$ cat src/rtl/hp2vga_pkg.sv
// Shared types for the line bank scheduler.
// Holds the FSM state encoding and the default bank-address width.
package hp2vga_pkg;

  typedef enum logic [1:0] {
    ST_IDLE  = 2'd0,
    ST_PRIME = 2'd1,
    ST_RUN   = 2'd2
  } sched_state_e;

  localparam int DEF_BANK_BITS = 2;

endpackage

$ cat src/rtl/toggle_sync.sv
// Brings an async toggle into clk_i: 2-FF sync plus one history flop.
// Ports: clk_i, rst_ni, tog_i (async toggle), ev_o (one-cycle event).
module toggle_sync (
  input  logic clk_i,
  input  logic rst_ni,
  input  logic tog_i,
  output logic ev_o
);

  logic ff1_q, ff2_q, ff3_q;

  always_ff @(posedge clk_i or negedge rst_ni) begin
    if (!rst_ni) begin
      ff1_q <= 1'b0;
      ff2_q <= 1'b0;
      ff3_q <= 1'b0;
    end else begin
      ff1_q <= tog_i;
      ff2_q <= ff1_q;
      ff3_q <= ff2_q;
    end
  end

  assign ev_o = ff2_q ^ ff3_q;

endmodule

$ cat src/rtl/line_bank_scheduler.sv
// Bank pointers, fill level, prime/run FSM and error counters for a
// multi-bank line buffer. In: CLK, RESET_N, RX_LINE_TOG, RX_FRAME_TOG,
// TX_LINE_REQ. Out: WR_BANK, RD_BANK, FILL, STATE, RESYNC, LOCKED,
// OVERFLOW_CNT, UNDERFLOW_CNT.
module line_bank_scheduler
  import hp2vga_pkg::*;
#(
  parameter int BANK_BITS   = DEF_BANK_BITS,
  parameter int PRIME_LINES = 1,
  parameter int LOCK_LINES  = 16,
  parameter int CNT_WIDTH   = 8
) (
  input  logic                 CLK,
  input  logic                 RESET_N,
  input  logic                 RX_LINE_TOG,
  input  logic                 RX_FRAME_TOG,
  input  logic                 TX_LINE_REQ,
  output logic [BANK_BITS-1:0] WR_BANK,
  output logic [BANK_BITS-1:0] RD_BANK,
  output logic [BANK_BITS-1:0] FILL,
  output logic [1:0]           STATE,
  output logic                 RESYNC,
  output logic                 LOCKED,
  output logic [CNT_WIDTH-1:0] OVERFLOW_CNT,
  output logic [CNT_WIDTH-1:0] UNDERFLOW_CNT
);

  localparam int DEPTH = 2 ** BANK_BITS;
  localparam int CW    = $clog2(LOCK_LINES + 1);

  localparam logic [BANK_BITS-1:0] ONE  = BANK_BITS'(1);
  localparam logic [BANK_BITS-1:0] FULL = BANK_BITS'(DEPTH - 2);
  localparam logic [BANK_BITS-1:0] PRM  = BANK_BITS'(PRIME_LINES);
  localparam logic [CW-1:0]        LCK  = CW'(LOCK_LINES);
  localparam logic [CW-1:0]        C1   = CW'(1);
  localparam logic [CNT_WIDTH-1:0] E1   = CNT_WIDTH'(1);

  sched_state_e state_q, state_d;
  logic [BANK_BITS-1:0] wr_q, wr_d;
  logic [BANK_BITS-1:0] rd_q, rd_d;
  logic [BANK_BITS-1:0] fill_q, fill_d;
  logic                 resync_q, resync_d;
  logic                 locked_q, locked_d;
  logic [CW-1:0]        clean_q, clean_d;
  logic [CNT_WIDTH-1:0] ovf_q, ovf_d;
  logic [CNT_WIDTH-1:0] unf_q, unf_d;

  logic line_ev, frame_ev;
  logic active, rd_ok, rd_unf, cm_ok, cm_ovf;

  toggle_sync u_line_sync (
    .clk_i  (CLK),
    .rst_ni (RESET_N),
    .tog_i  (RX_LINE_TOG),
    .ev_o   (line_ev)
  );

  toggle_sync u_frame_sync (
    .clk_i  (CLK),
    .rst_ni (RESET_N),
    .tog_i  (RX_FRAME_TOG),
    .ev_o   (frame_ev)
  );

  // Read success uses registered FILL only; a commit can rescue a
  // full buffer by riding on a read, but never the reverse.
  assign active = (state_q != ST_IDLE);
  assign rd_ok  = (state_q == ST_RUN) && TX_LINE_REQ && (fill_q != '0);
  assign rd_unf = (state_q == ST_RUN) && TX_LINE_REQ && (fill_q == '0);
  assign cm_ok  = active && line_ev && ((fill_q < FULL) || rd_ok);
  assign cm_ovf = active && line_ev && !cm_ok;

  always_comb begin
    state_d  = state_q;
    wr_d     = wr_q;
    rd_d     = rd_q;
    fill_d   = fill_q;
    resync_d = 1'b0;
    locked_d = locked_q;
    clean_d  = clean_q;
    ovf_d    = ovf_q;
    unf_d    = unf_q;

    if (cm_ok)
      wr_d = wr_q + ONE;
    if (rd_ok)
      rd_d = rd_q + ONE;
    if (cm_ok && !rd_ok)
      fill_d = fill_q + ONE;
    else if (rd_ok && !cm_ok)
      fill_d = fill_q - ONE;

    if (rd_ok && (clean_q != LCK))
      clean_d = clean_q + C1;
    if (rd_ok && (clean_d == LCK))
      locked_d = 1'b1;

    if (cm_ovf && (ovf_q != '1))
      ovf_d = ovf_q + E1;
    if (rd_unf && (unf_q != '1))
      unf_d = unf_q + E1;

    unique case (state_q)
      ST_IDLE: begin
        if (frame_ev) begin
          wr_d    = ONE;
          rd_d    = '0;
          fill_d  = '0;
          state_d = ST_PRIME;
        end
      end
      ST_PRIME: begin
        if (fill_q >= PRM) begin
          state_d  = ST_RUN;
          resync_d = 1'b1;
        end
      end
      ST_RUN: begin
        if (cm_ovf || rd_unf) begin
          state_d  = ST_PRIME;
          locked_d = 1'b0;
          clean_d  = '0;
        end
      end
      default: state_d = ST_IDLE;
    endcase
  end

  always_ff @(posedge CLK or negedge RESET_N) begin
    if (!RESET_N) begin
      state_q  <= ST_IDLE;
      wr_q     <= ONE;
      rd_q     <= '0;
      fill_q   <= '0;
      resync_q <= 1'b0;
      locked_q <= 1'b0;
      clean_q  <= '0;
      ovf_q    <= '0;
      unf_q    <= '0;
    end else begin
      state_q  <= state_d;
      wr_q     <= wr_d;
      rd_q     <= rd_d;
      fill_q   <= fill_d;
      resync_q <= resync_d;
      locked_q <= locked_d;
      clean_q  <= clean_d;
      ovf_q    <= ovf_d;
      unf_q    <= unf_d;
    end
  end

  assign WR_BANK       = wr_q;
  assign RD_BANK       = rd_q;
  assign FILL          = fill_q;
  assign STATE         = state_q;
  assign RESYNC        = resync_q;
  assign LOCKED        = locked_q;
  assign OVERFLOW_CNT  = ovf_q;
  assign UNDERFLOW_CNT = unf_q;

endmodule

$ cat config.mk
export PLATFORM = sky130hd
export DESIGN_NAME = line_bank_scheduler
export DESIGN_NICKNAME = d
export VERILOG_FILES = /design/src/rtl/hp2vga_pkg.sv /design/src/rtl/toggle_sync.sv /design/src/rtl/line_bank_scheduler.sv
export SDC_FILE = /design/constraint.sdc
export NUM_CORES = 1
export LEC_CHECK = 0
export CAP_MARGIN = 20
export CORE_MARGIN = 4
export CORE_UTILIZATION = 52
export CTS_CLUSTER_DIAMETER = 40
export DETAILED_ROUTE_END_ITERATION = 7
export PLACE_DENSITY = 0.82
export SLEW_MARGIN = 40
export SYNTH_ARGS = -nofsm -noshare
export SYNTH_HDL_FRONTEND = slang
export SYNTH_SLANG_ARGS = --single-unit
$ cat constraint.sdc
create_clock -name CLK -period 2.61 [get_ports CLK]
set_input_delay 0.3915 -clock CLK [delete_from_list [all_inputs] [get_ports CLK]]
set_output_delay 0.3915 -clock CLK [all_outputs]
set_load 0.02 [all_outputs]
==> run_results.csv <==
group,metric,value,unit
route,drc,0,
route,routed_wl,3370,um
sta,worstMarginPinSlew,0.6853,ns
sta,max_freq,0.4341,GHz
worst_setup_path,critPathCaptureType,"register",
grt,grt_max_degree,38,
grt,grt_pass1_wl,5927,um
logic_synthesis,synth_seq_area_share,0.5274,
logic_synthesis,postSynth.asyncResetShare,1.000,
worst_setup_path,timing.critical_path.arrival,2.58,ns
place,globalplace.congestion,0.8210,
sta,rsz0062_at_grt,"no",
floorplanning,die_area,4375,um2
clocking,cts.clk_slew.worst_paths,0.11,ns
logic_synthesis,synth_flop_cell,"dfrtp_1",
clocking,ctsRootBufferMaster,"clkbuf_4",
route,drt_iter0_markers,64,
clocking,cts_setup_buffers,0,
pwr,comb_power_share,0.448,
grt,antenna_found_initial,0,
logic_synthesis,ys_seq_elements,37,
final_layout,final_nets,205,
sta,drv_slew,0,
route,vias,1306,
place,place_inst,232,
route,drt.antenna.violating_nets,0,
pwr,p_leak,0.8992,nW
clocking,cts.repair.resized,0,
logic_synthesis,syn_nets,167,
run_status,status,"finished clean",
logic_synthesis,synth_edf_count,0,
clocking,clock-sinks,37,
place,dp.final_hpwl,2570,um
logic_synthesis,synth_area,1758,um2
logic_synthesis,synth.most_common_cell,"dfrtp_1",
floorplanning,ios,31,
worst_setup_path,start_kind,"register",
logic_synthesis,synth_top_cell_area_share,0.5125,
sta,post-route-period-util,0.8826,
grt,grt_overflow,0,
sta,min_period,2.304,ns
sta,finClkSkew,0.006263,ns
floorplanning,fp.dieW,66.15,um
route,routedWlPerCell,14.04,um
final_layout,drive_gt1_frac,0.09694,
worst_setup_path,required,2.88,ns
clocking,cts_tree,"done",
sta,timing.setup.tns,0,ns
final_layout,stdcell_area,2182,um2
clocking,cts_hold_buffers,0,
final_layout,syn2layout_area_growth,24.13,%
floorplanning,start_util,0.5575,
worst_setup_path,critPathKind,"register to register",
worst_setup_path,cp_max_fo,6,
final_layout,final_cells,240,
logic_synthesis,synthTopCellsByArea,"dfrtp_1 51%, xnor2_1 5.5%, xor2_1 5.5%",
grt,track_usage,0.1820,
final_layout,n_antenna_cell,0,
pwr,power.density,1028,nW/um2
route,viasPerCell,5.442,
pwr,p_int,1.321,mW
clocking,cts_made_buffers,5,
pwr,switching_share,0.4108,
grt,first_global_vias,1323,
logic_synthesis,synthCells,157,
place,post_dp_cell_area,2127,um2
pwr,clockPowerShare,0.130,
logic_synthesis,avgSynthCellArea,11.20,um2
min_path,hp-class,"register to register",
clocking,htreeDepth,2,
sta,hold_viol_final,0,
clocking,cts_buffer_depth,2,
floorplanning,fp.dieH,66.15,um
place,port_buffers,30,
floorplanning,num_rows,20,
logic_synthesis,ys_types,45,
logic_synthesis,synth_top_cell_by_area,"dfrtp_1",
sta,maxSlewHeadroom,0.5313,
pwr,vdd_drop_max,0.0006528,V
pwr,seqPwrFrac,0.422,
clocking,clkLatencyLatePin,0.35,ns
logic_synthesis,yosys_warnings,0,
flow_run,cap_viol_max_count,0,
floorplanning,fp.coreArea,3153,um2
logic_synthesis,synth_commonest_cells,"36 x dfrtp_1, 12 x nor2_1, 11 x nand2_1, 11 x xnor2_1, 11 x xor2_1",
sta,setup_viol,0,
pwr,p_sw,0.9211,mW
route,firstDrtPassIters,4,
[sequential cells by signal, summed over array words and instances (netlist names), 2 cells and up]
| name | count |
|---|---|
| FILL | 2 |
| OVERFLOW_CNT | 8 |
| RD_BANK | 2 |
| STATE | 2 |
| UNDERFLOW_CNT | 8 |
| WR_BANK | 2 |
| clean_q | 5 |
[kinds of logic (layout without fill, tap and decap cells)]
group	after synthesis	in the layout	share of synthesized area
xor+xnor	22	22	0.1096
buf+inv	10	49	0.02206
simple gates	59	59	0.1965
mux	4	4	0.02491
fa+ha+maj	5	5	0.03559
flops	37	37	0.5274
compound gates	20	20	0.08399
[cell type report]
type                            instances  area [um2]
Clock buffer                            5       37.54
Clock inverter                          3       17.52
Tap cell                               44       55.05
Timing Repair Buffer                   33       322.8
Fill cell                             268       970.9
Inverter                                8       30.03
Sequential cell                        37       927.1
Multi-Input combinational cell        110       792.0
[cells in the final DEF, fill, tap and decap left out, types with 3 or more instances in the layout]
cell type	instances
nor4_2	3
dfrtp_1	36
nor2_1	12
nand2_1	11
ha_1	5
nand4_1	4
a21oi_1	3
o21ai_0	4
nor3_1	4
inv_1	8
buf_4	3
clkdlybuf4s50_1	30
clkbuf_4	5
xnor2_1	11
xor2_1	11
nand3_1	9
[power by group through the flow]
stage | Combinational [mW] | Sequential [mW] | Clock [mW]
after floorplan | 0.458 | 1.08 | 0
after global placement | 0.977 | 0.949 | 0
after global routing | 1.10 | 0.987 | 0.329
final | 1.01 | 0.946 | 0.291
after CTS | 1.02 | 0.944 | 0.302
after detailed placement | 1.02 | 0.956 | 0
[layer usage]
layer / wire, um / track usage / vias to the layer above / share of wire
li1: - / - / 633 / -
met1: 1424 / 0.2148 / 640 / 0.42
met2: 1735 / 0.3073 / 25 / 0.51
met3: 156 / 0.04422 / 8 / 0.046
met4: 55 / 0.08883 / 0 / 0.016
met5: 0 / 0 / - / 0
[stage by stage]
| step | total power, mW | setup slack [ns] | utilization | hold WS [ns] |
|---|---|---|---|---|
| after floorplan | 1.543 | 0.3937 | - | 0.09591 |
| after detailed placement | 1.972 | 0.2525 | 0.6746 | 0.3370 |
| after global placement | 1.926 | 0.2965 | 0.6746 | 0.3334 |
| final | 2.243 | 0.3063 | 0.6921 | 0.3608 |
| after CTS | 2.269 | 0.3014 | 0.6921 | 0.3629 |
| after global routing | 2.420 | 0.09631 | 0.6921 | 0.3822 |
[final timing paths]
check	start	end	slack [ns]	cells after the start
max reg2reg	FILL[1]	OVERFLOW_CNT[3]	0.31	7
min	u_line_sync.ff1_q	u_line_sync.ff2_q	0.36	0
min reg2reg	u_line_sync.ff1_q	u_line_sync.ff2_q	0.36	0
min in group asynchronous	RESET_N	WR_BANK[1]	0.44	2
max in group asynchronous	RESET_N	WR_BANK[0]	1.82	2
max	FILL[1]	OVERFLOW_CNT[3]	0.31	7
[worst max-delay path: stages, from the launching register on]
cell and delay (ns):
dfrtp_1 0.45, inv_1 0.12, ha_1 0.26, and4bb_1 0.28, or4_1 0.53, buf_4 0.20, nor3_1 0.21, xor2_1 0.18
Power figures use the tool's default switching activity.
